<file path="config.mk">
export PLATFORM = sky130hd
export DESIGN_NAME = meter_countdown_flat
export DESIGN_NICKNAME = d
export VERILOG_FILES = /design/src/rtl/meter_pkg.sv /design/src/rtl/meter_countdown_if.sv /design/src/rtl/meter_bcd_arith.sv /design/src/rtl/meter_countdown.sv /design/src/flat_wrapper.sv
export SDC_FILE = /design/constraint.sdc
export NUM_CORES = 1
export LEC_CHECK = 0
export CELL_PAD_IN_SITES_DETAIL_PLACEMENT = 2
export CELL_PAD_IN_SITES_GLOBAL_PLACEMENT = 2
export CORE_ASPECT_RATIO = 1.5
export CORE_UTILIZATION = 34
export CTS_CLUSTER_DIAMETER = 100
export DETAILED_ROUTE_END_ITERATION = 12
export PLACE_DENSITY_LB_ADDON = 0.1
export REMOVE_ABC_BUFFERS = 1
export SLEW_MARGIN = 20
export SYNTH_ARGS = -nofsm -noshare
export SYNTH_HDL_FRONTEND = slang
export SYNTH_SLANG_ARGS = --single-unit
</file>
<file path="constraint.sdc">
create_clock -name clk -period 10.68 [get_ports clk]
set_clock_uncertainty 0.15 [all_clocks]
set_input_delay 2.67 -clock clk [delete_from_list [all_inputs] [get_ports clk]]
set_output_delay 2.67 -clock clk [all_outputs]
set_load 0.01 [all_outputs]
</file>
<file path="src/rtl/meter_pkg.sv">
// meter_pkg: shared types and constants for the parking-meter credit engine.
//   bcd_digit_t  - one packed BCD digit (0..9)
//   bcd4_t       - four BCD digits, index 3 = thousands, index 0 = units
//   BCD_ADD_*    - coin amounts expressed directly in BCD
//   dec_to_bcd   - elaboration-time decimal to BCD conversion for parameters
package meter_pkg;

    typedef logic [3:0] bcd_digit_t;
    typedef bcd_digit_t [3:0] bcd4_t;

    localparam bcd4_t BCD_ZERO    = 16'h0000;
    localparam bcd4_t BCD_ADD_60  = 16'h0060;
    localparam bcd4_t BCD_ADD_120 = 16'h0120;
    localparam bcd4_t BCD_ADD_180 = 16'h0180;
    localparam bcd4_t BCD_ADD_300 = 16'h0300;

    // Only meaningful for values 0..9999; higher digits are truncated.
    function automatic bcd4_t dec_to_bcd(input int unsigned val);
        bcd4_t       res;
        int unsigned rem;
        rem = val;
        for (int i = 0; i < 4; i++) begin
            res[i] = bcd_digit_t'(rem % 10);
            rem    = rem / 10;
        end
        return res;
    endfunction

endpackage

</file>
<file path="src/rtl/meter_countdown_if.sv">
// meter_countdown_if: control strobes and display/status outputs of the meter.
//   master - drives tick_1hz, add_60/120/180/300, load1/2 (and pause); reads digits/flags
//   slave  - the credit engine side
// Optional macro METER_PAUSE_EN adds the pause signal.
interface meter_countdown_if;
    import meter_pkg::*;

    logic       tick_1hz;
    logic       add_60;
    logic       add_120;
    logic       add_180;
    logic       add_300;
    logic       load1;
    logic       load2;
`ifdef METER_PAUSE_EN
    logic       pause;
`endif
    bcd_digit_t digit3;
    bcd_digit_t digit2;
    bcd_digit_t digit1;
    bcd_digit_t digit0;
    logic       expired;
    logic       low_time;
    logic       blink_phase;

    modport master (
`ifdef METER_PAUSE_EN
        output pause,
`endif
        output tick_1hz, add_60, add_120, add_180, add_300, load1, load2,
        input  digit3, digit2, digit1, digit0, expired, low_time, blink_phase
    );

    modport slave (
`ifdef METER_PAUSE_EN
        input  pause,
`endif
        input  tick_1hz, add_60, add_120, add_180, add_300, load1, load2,
        output digit3, digit2, digit1, digit0, expired, low_time, blink_phase
    );

endinterface

</file>
<file path="src/rtl/meter_bcd_arith.sv">
// meter_bcd_arith: combinational BCD add-with-saturation followed by an optional
// decrement with BCD borrow.
//   value   - current credit (BCD)
//   addend  - amount to add (BCD, zero when no coin)
//   dec     - decrement the saturated sum by one if it is nonzero
//   sat_max - saturation ceiling (BCD)
//   result  - min(value + addend, sat_max) - (dec && sum != 0)
module meter_bcd_arith
    import meter_pkg::*;
(
    input  bcd4_t value,
    input  bcd4_t addend,
    input  logic  dec,
    input  bcd4_t sat_max,
    output bcd4_t result
);

    bcd4_t      raw;
    bcd4_t      sum;
    logic       carry;
    logic       borrow;
    logic [4:0] dsum;

    always_comb begin
        carry = 1'b0;
        raw   = BCD_ZERO;
        dsum  = '0;
        for (int i = 0; i < 4; i++) begin
            dsum = {1'b0, value[i]} + {1'b0, addend[i]} + {4'b0000, carry};
            if (dsum > 5'd9) begin
                raw[i] = bcd_digit_t'(dsum - 5'd10);
                carry  = 1'b1;
            end else begin
                raw[i] = dsum[3:0];
                carry  = 1'b0;
            end
        end
        // BCD digit order matches numeric order, so a plain vector compare works.
        sum = (carry || (raw > sat_max)) ? sat_max : raw;
    end

    always_comb begin
        borrow = dec && (sum != BCD_ZERO);
        result = sum;
        for (int i = 0; i < 4; i++) begin
            if (borrow) begin
                if (sum[i] == 4'd0) begin
                    result[i] = 4'd9;
                end else begin
                    result[i] = sum[i] - 4'd1;
                    borrow    = 1'b0;
                end
            end
        end
    end

endmodule

</file>
<file path="src/rtl/meter_countdown.sv">
// meter_countdown: parking-meter time-credit engine.
//   clk, rst_n - clock and asynchronous active-low reset
//   bus        - meter_countdown_if.slave: tick_1hz, coin adds, preset loads in;
//                BCD digits (digit3 = thousands), expired, low_time, blink_phase out
// Optional macro METER_PAUSE_EN: bus.pause masks tick_1hz (adds/loads still apply).
// All outputs are registered; flags are derived from the next-state credit so they
// line up with the digits on the same cycle.
module meter_countdown
    import meter_pkg::*;
#(
    parameter int unsigned MAX_VAL     = 9999,
    parameter int unsigned LOW_THRESH  = 180,
    parameter int unsigned PRESET1_VAL = 15,
    parameter int unsigned PRESET2_VAL = 185
) (
    input logic               clk,
    input logic               rst_n,
    meter_countdown_if.slave  bus
);

    localparam bcd4_t MAX_BCD     = dec_to_bcd(MAX_VAL);
    localparam bcd4_t LOW_BCD     = dec_to_bcd(LOW_THRESH);
    localparam bcd4_t PRESET1_BCD = dec_to_bcd(PRESET1_VAL);
    localparam bcd4_t PRESET2_BCD = dec_to_bcd(PRESET2_VAL);

    bcd4_t credit_q, credit_d;
    bcd4_t addend;
    bcd4_t arith_res;
    logic  expired_q, expired_d;
    logic  low_q, low_d;
    logic  blink_q, blink_d;
    logic  tick_ok;
    logic  loading;

`ifdef METER_PAUSE_EN
    assign tick_ok = bus.tick_1hz & ~bus.pause;
`else
    assign tick_ok = bus.tick_1hz;
`endif

    assign loading = bus.load1 | bus.load2;

    // Only the highest-priority coin counts; the others in the same cycle are lost.
    always_comb begin
        if (bus.add_300) begin
            addend = BCD_ADD_300;
        end else if (bus.add_180) begin
            addend = BCD_ADD_180;
        end else if (bus.add_120) begin
            addend = BCD_ADD_120;
        end else if (bus.add_60) begin
            addend = BCD_ADD_60;
        end else begin
            addend = BCD_ZERO;
        end
    end

    meter_bcd_arith u_arith (
        .value   (credit_q),
        .addend  (addend),
        .dec     (tick_ok),
        .sat_max (MAX_BCD),
        .result  (arith_res)
    );

    always_comb begin
        if (bus.load2) begin
            credit_d = PRESET2_BCD;
        end else if (bus.load1) begin
            credit_d = PRESET1_BCD;
        end else begin
            credit_d = arith_res;
        end

        expired_d = (credit_d == BCD_ZERO);
        low_d     = !expired_d && (credit_d < LOW_BCD);

        // A load swallows the tick, so it must not toggle the blink either.
        if (credit_d >= LOW_BCD) begin
            blink_d = 1'b0;
        end else if (tick_ok && !loading) begin
            blink_d = ~blink_q;
        end else begin
            blink_d = blink_q;
        end
    end

    always_ff @(posedge clk or negedge rst_n) begin
        if (!rst_n) begin
            credit_q  <= BCD_ZERO;
            expired_q <= 1'b1;
            low_q     <= 1'b0;
            blink_q   <= 1'b0;
        end else begin
            credit_q  <= credit_d;
            expired_q <= expired_d;
            low_q     <= low_d;
            blink_q   <= blink_d;
        end
    end

    assign bus.digit3      = credit_q[3];
    assign bus.digit2      = credit_q[2];
    assign bus.digit1      = credit_q[1];
    assign bus.digit0      = credit_q[0];
    assign bus.expired     = expired_q;
    assign bus.low_time    = low_q;
    assign bus.blink_phase = blink_q;

endmodule
</file>
<file path="src/flat_wrapper.sv">
// flat-port wrapper written by rule: the top's interface ports become plain ports
module meter_countdown_flat import meter_pkg::*;
#(
    parameter int unsigned MAX_VAL     = 9999,
    parameter int unsigned LOW_THRESH  = 180,
    parameter int unsigned PRESET1_VAL = 15,
    parameter int unsigned PRESET2_VAL = 185
)
  (clk, rst_n, bus_tick_1hz, bus_add_60, bus_add_120, bus_add_180, bus_add_300, bus_load1, bus_load2, bus_digit3, bus_digit2, bus_digit1, bus_digit0, bus_expired, bus_low_time, bus_blink_phase);
  meter_countdown_if bus_i ();
  input logic clk;
  input logic rst_n;
  input wire logic [$bits(bus_i.tick_1hz)-1:0] bus_tick_1hz;
  input wire logic [$bits(bus_i.add_60)-1:0] bus_add_60;
  input wire logic [$bits(bus_i.add_120)-1:0] bus_add_120;
  input wire logic [$bits(bus_i.add_180)-1:0] bus_add_180;
  input wire logic [$bits(bus_i.add_300)-1:0] bus_add_300;
  input wire logic [$bits(bus_i.load1)-1:0] bus_load1;
  input wire logic [$bits(bus_i.load2)-1:0] bus_load2;
  output wire logic [$bits(bus_i.digit3)-1:0] bus_digit3;
  output wire logic [$bits(bus_i.digit2)-1:0] bus_digit2;
  output wire logic [$bits(bus_i.digit1)-1:0] bus_digit1;
  output wire logic [$bits(bus_i.digit0)-1:0] bus_digit0;
  output wire logic [$bits(bus_i.expired)-1:0] bus_expired;
  output wire logic [$bits(bus_i.low_time)-1:0] bus_low_time;
  output wire logic [$bits(bus_i.blink_phase)-1:0] bus_blink_phase;
  assign bus_i.tick_1hz = bus_tick_1hz;
  assign bus_i.add_60 = bus_add_60;
  assign bus_i.add_120 = bus_add_120;
  assign bus_i.add_180 = bus_add_180;
  assign bus_i.add_300 = bus_add_300;
  assign bus_i.load1 = bus_load1;
  assign bus_i.load2 = bus_load2;
  assign bus_digit3 = bus_i.digit3;
  assign bus_digit2 = bus_i.digit2;
  assign bus_digit1 = bus_i.digit1;
  assign bus_digit0 = bus_i.digit0;
  assign bus_expired = bus_i.expired;
  assign bus_low_time = bus_i.low_time;
  assign bus_blink_phase = bus_i.blink_phase;
  meter_countdown #(.MAX_VAL(MAX_VAL), .LOW_THRESH(LOW_THRESH), .PRESET1_VAL(PRESET1_VAL), .PRESET2_VAL(PRESET2_VAL)) u_core (.clk(clk), .rst_n(rst_n), .bus(bus_i));
endmodule
</file>
Word-level counts from Yosys, hierarchy flattened
Cells that the tools add are included.
W data, S select, Z words.

operators by class
  add/sub/neg operators = 15
  order comparisons = 7
  muxes and demuxes = 31
  bitwise gates (word level) = 2
  reduce and logical (&&, ||, !) cells = 13

operators by type and width
  cell                    number
  $mux W16                6
  $mux W4                 12
  $add A4 B4 Y5           4
  $gt A5 B4 Y1 const B    4
  $ge A16 B9 Y1 const B   1
  $gt A16 B16 Y1 const B  1
  $logic_not A16 Y1       1
  $logic_not A4 Y1        4
  $lt A16 B9 Y1 const B   1
  $reduce_bool A16 Y1     1
  $sub A4 B1 Y4 const B   4
  $sub A4 B4 Y4 const B   4
  $add A5 B1 Y5           3
  $mux W1                 12
  $mux W7                 1
  $logic_and A1 B1 Y1     3
  $logic_not A1 Y1        2
  $reduce_bool A2 Y1      1
  $logic_or A1 B1 Y1      1
  $not A1 Y1              1
  $or A1 B1 Y1            1

word-level totals
  register bits after elaboration = 19
  output and inout bits = 19
  word-level logic and storage cells = 75

Longest topological paths before layout
Gate-level depths: netlist of run 1.

  depth in word-level cells = 30
  depth in mapped cells = 44
  depth with buffers taken out = 42

Hierarchy
A second synthesis of run 1 with hierarchy kept.

second synthesis, totals
  cell total of the unflattened synthesis = 384
  area total of the unflattened synthesis = 3074.2 um2

by module, submodules not included
  module           times used  cells an instance  area an instance (um2)  sequential area each (um2)
  meter_bcd_arith  1           325                2349.8                  0.0
  meter_countdown  1           59                 724.4                   476.7

Worst setup path after synthesis of run 1
No wires, ideal clock.

  path kind = in2reg
  start point = in bus_add_180
  end point = reg u_core.low_q (netlist: u_core.bus.low_time)
  library setup time = 0.073 ns
  arrival time = 10.419 ns
  required time = 10.457 ns
  slack = 0.038 ns
  cell stages on the path = 39
  buffers on the path = 4
  cells stage by stage = or3_1 -> nor2_1 -> ha_1 -> buf_6 -> xor2_2 -> ha_1 -> a21boi_2 -> a211oi_2 -> nor2_2 -> o21ai_1 -> fa_1 -> fa_1 -> xor2_1 -> inv_1 -> ha_1 -> a21bo_2 -> o21ai_0 -> o21ai_0 -> [3 not listed] -> nand2b_1 -> nor3_1 -> o21a_1 -> nor4b_1 -> a41oi_1 -> o21ai_2 -> clkbuf_1 -> and2_1 -> ha_1 -> inv_1 -> nor4_1 -> nand4_1 -> and2_1 -> buf_6 -> mux2i_1 -> a31oi_1 -> or4b_4 -> nor2b_1

on the way
  cells in the longest elaborated chain, start to end = 28

RTL lines
  item                                                   RTL line                                      source
  start: declaration                                     flat_wrapper.sv:16                            input wire logic [$bits(bus_i.add_180)-1:0] bus_add_180;
  $mux W16 (*)                                           meter_countdown.sv:47                         end else if (bus.add_180) begin
  $mux W16 (*)                                           meter_countdown.sv:45                         if (bus.add_300) begin
  $add A4 B4 Y5                                          meter_bcd_arith.sv:29                         dsum = {1'b0, value[i]} + {1'b0, addend[i]} + {4'b0000, carry};
  $gt A5 B4 Y1                                           meter_bcd_arith.sv:30                         if (dsum > 5'd9) begin
  $mux W1                                                meter_bcd_arith.sv:30
  $add A5 B1 Y5                                          meter_bcd_arith.sv:29
  $gt A5 B4 Y1                                           meter_bcd_arith.sv:30
  $mux W1                                                meter_bcd_arith.sv:30
  [10 not listed]                                        --
  $logic_and A1 B1 Y1 / $mux W1 (equally long branches)  meter_bcd_arith.sv:43, meter_bcd_arith.sv:47
  $mux W1 (3 in series)                                  meter_bcd_arith.sv:46                         if (borrow) begin
  $mux W4                                                meter_bcd_arith.sv:46
  $mux W16 (*)                                           meter_countdown.sv:69                         end else if (bus.load1) begin
  $mux W16 (*)                                           meter_countdown.sv:67                         if (bus.load2) begin
  branches (longest 2 deep; another with $lt A16 B9 Y1)  --
  $logic_and A1 B1 Y1 (*)                                meter_countdown.sv:76                         low_d = !expired_d && (credit_d < LOW_BCD);
  named net u_core.low_d                                 meter_countdown.sv:30                         logic low_q, low_d;
  end signal: assignment                                 meter_countdown.sv:97                         low_q <= low_d;
  end: declaration                                       meter_countdown.sv:30

Mark *: on every way through the listed nets, which the timed path passes.
A chain may end at the register's enable or synchronous reset.

Worst setup path in the final report of run 1
  start point = in bus_add_60
  end point = reg u_core.expired_q (netlist: u_core.bus.expired)

on the way
  cells in the longest elaborated chain, start to end = 26

RTL lines
  item                                                            RTL line                                      source
  start: declaration                                              flat_wrapper.sv:14                            input wire logic [$bits(bus_i.add_60)-1:0] bus_add_60;
  $mux W7 (*)                                                     meter_countdown.sv:51                         end else if (bus.add_60) begin
  $mux W16 (*)                                                    meter_countdown.sv:49                         end else if (bus.add_120) begin
  $mux W16 (*)                                                    meter_countdown.sv:47
  $mux W16 (*)                                                    meter_countdown.sv:45
  $add A4 B4 Y5 (*)                                               meter_bcd_arith.sv:29
  $add A5 B1 Y5 (*)                                               meter_bcd_arith.sv:29
  $gt A5 B4 Y1                                                    meter_bcd_arith.sv:30
  $mux W1                                                         meter_bcd_arith.sv:30
  [9 not listed]                                                  --
  $reduce_bool A16 Y1 / $logic_not A4 Y1 (equally long branches)  meter_bcd_arith.sv:43, meter_bcd_arith.sv:47
  $logic_and A1 B1 Y1 / $mux W1 (equally long branches)           meter_bcd_arith.sv:43, meter_bcd_arith.sv:47
  $mux W1 (3 in series)                                           meter_bcd_arith.sv:46
  $mux W4                                                         meter_bcd_arith.sv:46
  $mux W16 (*)                                                    meter_countdown.sv:69
  $mux W16 (*)                                                    meter_countdown.sv:67
  $logic_not A16 Y1 (*)                                           meter_countdown.sv:75                         expired_d = (credit_d == BCD_ZERO);
  named net u_core.expired_d                                      meter_countdown.sv:29                         logic expired_q, expired_d;
  end signal: assignment                                          meter_countdown.sv:96                         expired_q <= expired_d;
  end: declaration                                                meter_countdown.sv:29

Mark *: on every way through the listed nets, which the timed path passes. The rest lies on a longest branch.

==> results of run 1 <==
[cells by family (layout without fill, tap and decap cells)]
family	count (synthesis)	count (layout)	share of synthesized area, %
mux	8	8	3.89
buf+inv	27	92	4.69
simple gates	141	141	30.3
xor+xnor	11	11	4.14
flops	19	19	19.0
fa+ha+maj	19	19	10.4
compound gates	93	93	27.6
[power by group]
group          internal (mW)  switching, mW
Clock                 0.0264         0.0284
Sequential            0.0772        0.00699
Combinational          0.124          0.156
[routing by layer]
layer,track usage [%],vias to the layer above,wire length (um)
met5,0,-,0
met4,10.1,0,375
met3,1.22,20,158
met2,53.0,50,5930
met1,26.4,1411,3710
li1,-,1300,-
[synth_stat cells, types with 2 or more instances]
| cell type | n |
|---|---|
| nor2_1 | 37 |
| nand2_1 | 31 |
| a21oi_1 | 23 |
| dfrtp_1 | 18 |
| inv_1 | 18 |
| ha_1 | 16 |
| o21ai_0 | 14 |
| a31oi_1 | 8 |
| nand2b_1 | 8 |
| nand3_1 | 7 |
| nor3_1 | 7 |
| nand4_1 | 6 |
| or2_2 | 6 |
| xor2_1 | 6 |
| clkbuf_1 | 5 |
| nor2b_1 | 5 |
| nor4_1 | 5 |
| a21o_1 | 4 |
| or3_1 | 4 |
| xnor2_1 | 4 |
| a2bb2oi_1 | 3 |
| and2_1 | 3 |
| and3_1 | 3 |
| fa_1 | 3 |
| mux2_4 | 3 |
| mux2i_1 | 3 |
| nor3b_1 | 3 |
| o211ai_1 | 3 |
| o22a_1 | 3 |
| o22ai_1 | 3 |
| a2111oi_4 | 2 |
| a211o_1 | 2 |
| a22oi_1 | 2 |
| a32oi_1 | 2 |
| buf_6 | 2 |
| mux2_2 | 2 |
| nor4b_1 | 2 |
| o21ba_2 | 2 |
| o31ai_1 | 2 |
[worst max-delay path, delay by kind of cell]
family                     cells  cell delay, ps
AOI/OAI and AO/OA             14            2030
xor gates and xnor gates       2             350
adders and majority gates      8            2560
buffers and inverters          5             890
and+or+nand+nor                9            1930
[final cells by class]
| class | instances | area share [%] |
|---|---|---|
| Clock inverter | 1 | 0.223 |
| Timing Repair Buffer | 70 | 17.8 |
| Inverter | 18 | 2.01 |
| Sequential cell | 19 | 14.2 |
| Clock buffer | 3 | 1.23 |
| Tap cell | 100 | 3.72 |
| Multi-Input combinational cell | 272 | 60.8 |
[metrics by stage]
stage | power, mW | hold WS [ps] | setup TNS, ps | instance area [um^2]
floorplan | 0.239 | 417 | 0 | 2460
global placement | 0.324 | 421 | -70.9 | 3110
detailed placement | 0.335 | 430 | -1200 | 3110
CTS | 0.394 | 454 | 0 | 3170
global route | 0.445 | 486 | -130 | 3370
finish | 0.419 | 439 | 0 | 3370
[flip-flops by register name (all words and copies together), names as in the netlist]
register,count
u_core.bus.low_time,1
u_core.bus.blink_phase,1
u_core.bus.digit3,4
u_core.bus.expired,1
u_core.bus.digit2,4
u_core.bus.digit0,4
u_core.bus.digit1,4
[worst max-delay path by stage]
stage                start                     end  slack (ps)  depth (start not counted)
2_1_floorplan  bus_add_180     u_core.bus.low_time         310                         35
6_report        bus_add_60      u_core.bus.expired         250                         38
4_1_cts        bus_add_300  u_core.bus.blink_phase          20                         37
3_3_place_gp   bus_add_300      u_core.bus.expired         -70                         38
3_5_place_dp   bus_add_300      u_core.bus.expired        -430                         38
5_1_grt         bus_add_60      u_core.bus.expired        -130                         37
[what timing repair did]
action	4_1_cts	5_1_grt
gates resized for setup	3	33
pin swaps	1	18
buffers inserted	0	8
endpoints found under the setup margin	3	14
==> results summary, run 1 <==
The congestion estimate from routability-driven global placement came to 0.876. The ratio of routed vias to standard cells is 5.76. For this block, the initial DRC count from the detailed router was 81.

The post-route minimum period came out at 10430 ps. The wire length per cell after detailed routing came out at 21.1 um. In this run the critical register-to-register path is captured at u_core.bus.expired. The run finished with clean final reports. The total power divided by cell area is 125 mW/mm^2. The kind of end point of the critical path is a flip-flop. The proportion of synthesized chip area in sequential cells came out at 19.0%. At the end of the flow the core is filled with cells to 46.9%.

The path with the worst hold slack has its endpoint at u_core.bus.blink_phase. The first global-routing pass estimated 15.4 mm of wire. The combined area of all synthesized cells is 0.00251 mm^2. The highest clock rate is 95.8 MHz. The average instance in the mapped netlist occupies 7.88 um^2. The slew at the pin closest to its max-slew limit is 933 ps. The worst hold path was traced through 2 stages.

The latest clock arrival within the worst-skew pair came out at 270 ps. The final-report setup violation count is 0. The cell count after placement came out at 471. In the layout the commonest cells are 43 x buf_4, 36 x nor2_1, 31 x nand2_1, 24 x clkdlybuf4s50_1, 23 x a21oi_1. The number of cells on the worst reg-to-reg path came out at 44.

The clock slew at the register clock pins of the worst setup and hold paths came out at 90 ps. Data on the critical path arrives at its endpoint at 10460 ps. Buffers placed on the I/O ports in this run total 27. The path class of the tightest hold or removal check is flip-flop to flip-flop. The post-route netlist has 27.7% of its cells at a drive strength greater than 1. The total of hold buffers inserted after clock tree synthesis came out at 0. The area growth from synthesis to layout came out at 34.3%.

The initial core utilization is 34.9%. The count of flip-flops with a built-in enable after synthesis is 0. The detailed-routing iteration count for the pre-antenna-repair pass is 4. The number of antenna violations at the first check in global routing was 0. The async set-reset flop share out of synthesis is 100%. The combined global-route utilization of all metal layers is 26.0%.

The total number of vias came out at 2781. The antenna violation net count after detailed routing is 0. The via count of the first global-routing pass is 3021. The area of the multi-input gates came out at 0.00205 mm^2. The area of the die came out at 0.00773 mm^2. The startpoint identified for the worst hold timing path is u_core.bus.blink_phase. The maximum net fanout on the critical path came out at 5. Pin placement for this block handled 28 I/O pins.

The core region is 0.00718 mm^2. Among all flip-flop cells after synthesis, the most frequent one is dfrtp_1. The critical path startpoint category is a primary input. The number of different library cells in the post-synthesis netlist came out at 77. dfrtp_1 takes more of the synthesized area than any other cell.

The pin count of the biggest net entering global routing came out at 20. The cell row count is 38. The post-route DRC violation count came out at 0. The total of warnings raised by yosys is 0.

0 antenna diodes ended up in the layout. The setup check on the worst reg-to-reg path leaves a slack of 1540 ps. The number of cells in the finished layout apart from fillers came out at 483. The number of failing hold endpoints at the final stage came out at 0.

The net total in the final layout is 412. The filler cell count in the final layout is 819. TritonCTS built the clock tree.

Detailed placement finished with a half-perimeter wire length of 7.83 mm. In this run the biggest area consumer among cell types represents 18.0% of the synthesized area. The horizontal die dimension is 72.1 um.

The number of H-tree branching levels came out at 1. The required time at the endpoint of the critical path came out at 10700 ps. The peak supply drop is 0.0000648 V.

The class of the most critical setup path is primary input to flip-flop. The clock net sink count came out at 19. The setup slack after layout came out at 245 ps. The pre-CTS worst setup slack is -434 ps.

Across the run, the number of max-cap violations was 0. Summing all flip-flop and latch instances after layout gives 477 um^2. On the worst path, the slowest cell contributes a delay of 560 ps. The global-route congestion overflow total came out at 0. In this run, synthesis produced a sequential element count of 19. The startpoint of the lowest-slack register-to-register path is u_core.bus.digit0[1]. The number of buffers created by CTS came out at 3. The longest clock path from root to sink contains 2 buffers.

The cell sitting at the root of the clock tree is a clkbuf_8. The cell with the largest stage delay on the worst path is fa_2. The die span in y came out at 107 um. Leaving out fill and tap cells, the most frequent cell in the layout is buf_4.

The final number of max-transition violations is 0. The worst relative slew slack is 37.6%. The sum of routed wire length over all layers came out at 10.2 mm. The final worst-path cycle share is 97.7%. The post-synthesis cell count came out at 318. Sorting the synthesized cells by area gives the leading types as dfrtp_1 18%, ha_1 8.0%, nor2_1 5.5%. The leakage power of the design came out at 1.44 nW.
(Power assumes the default switching activity.)
==> run 2, diff against run 1 <==
--- a/config.mk
+++ b/config.mk
@@ -10,6 +10,7 @@
 export CORE_ASPECT_RATIO = 1.5
 export CORE_UTILIZATION = 34
 export CTS_CLUSTER_DIAMETER = 100
+export CTS_CLUSTER_SIZE = 16
 export DETAILED_ROUTE_END_ITERATION = 12
 export PLACE_DENSITY_LB_ADDON = 0.1
 export REMOVE_ABC_BUFFERS = 1
==> results of run 2 <==
The final DEF is identical to that of run 1; final timing and power are the same.
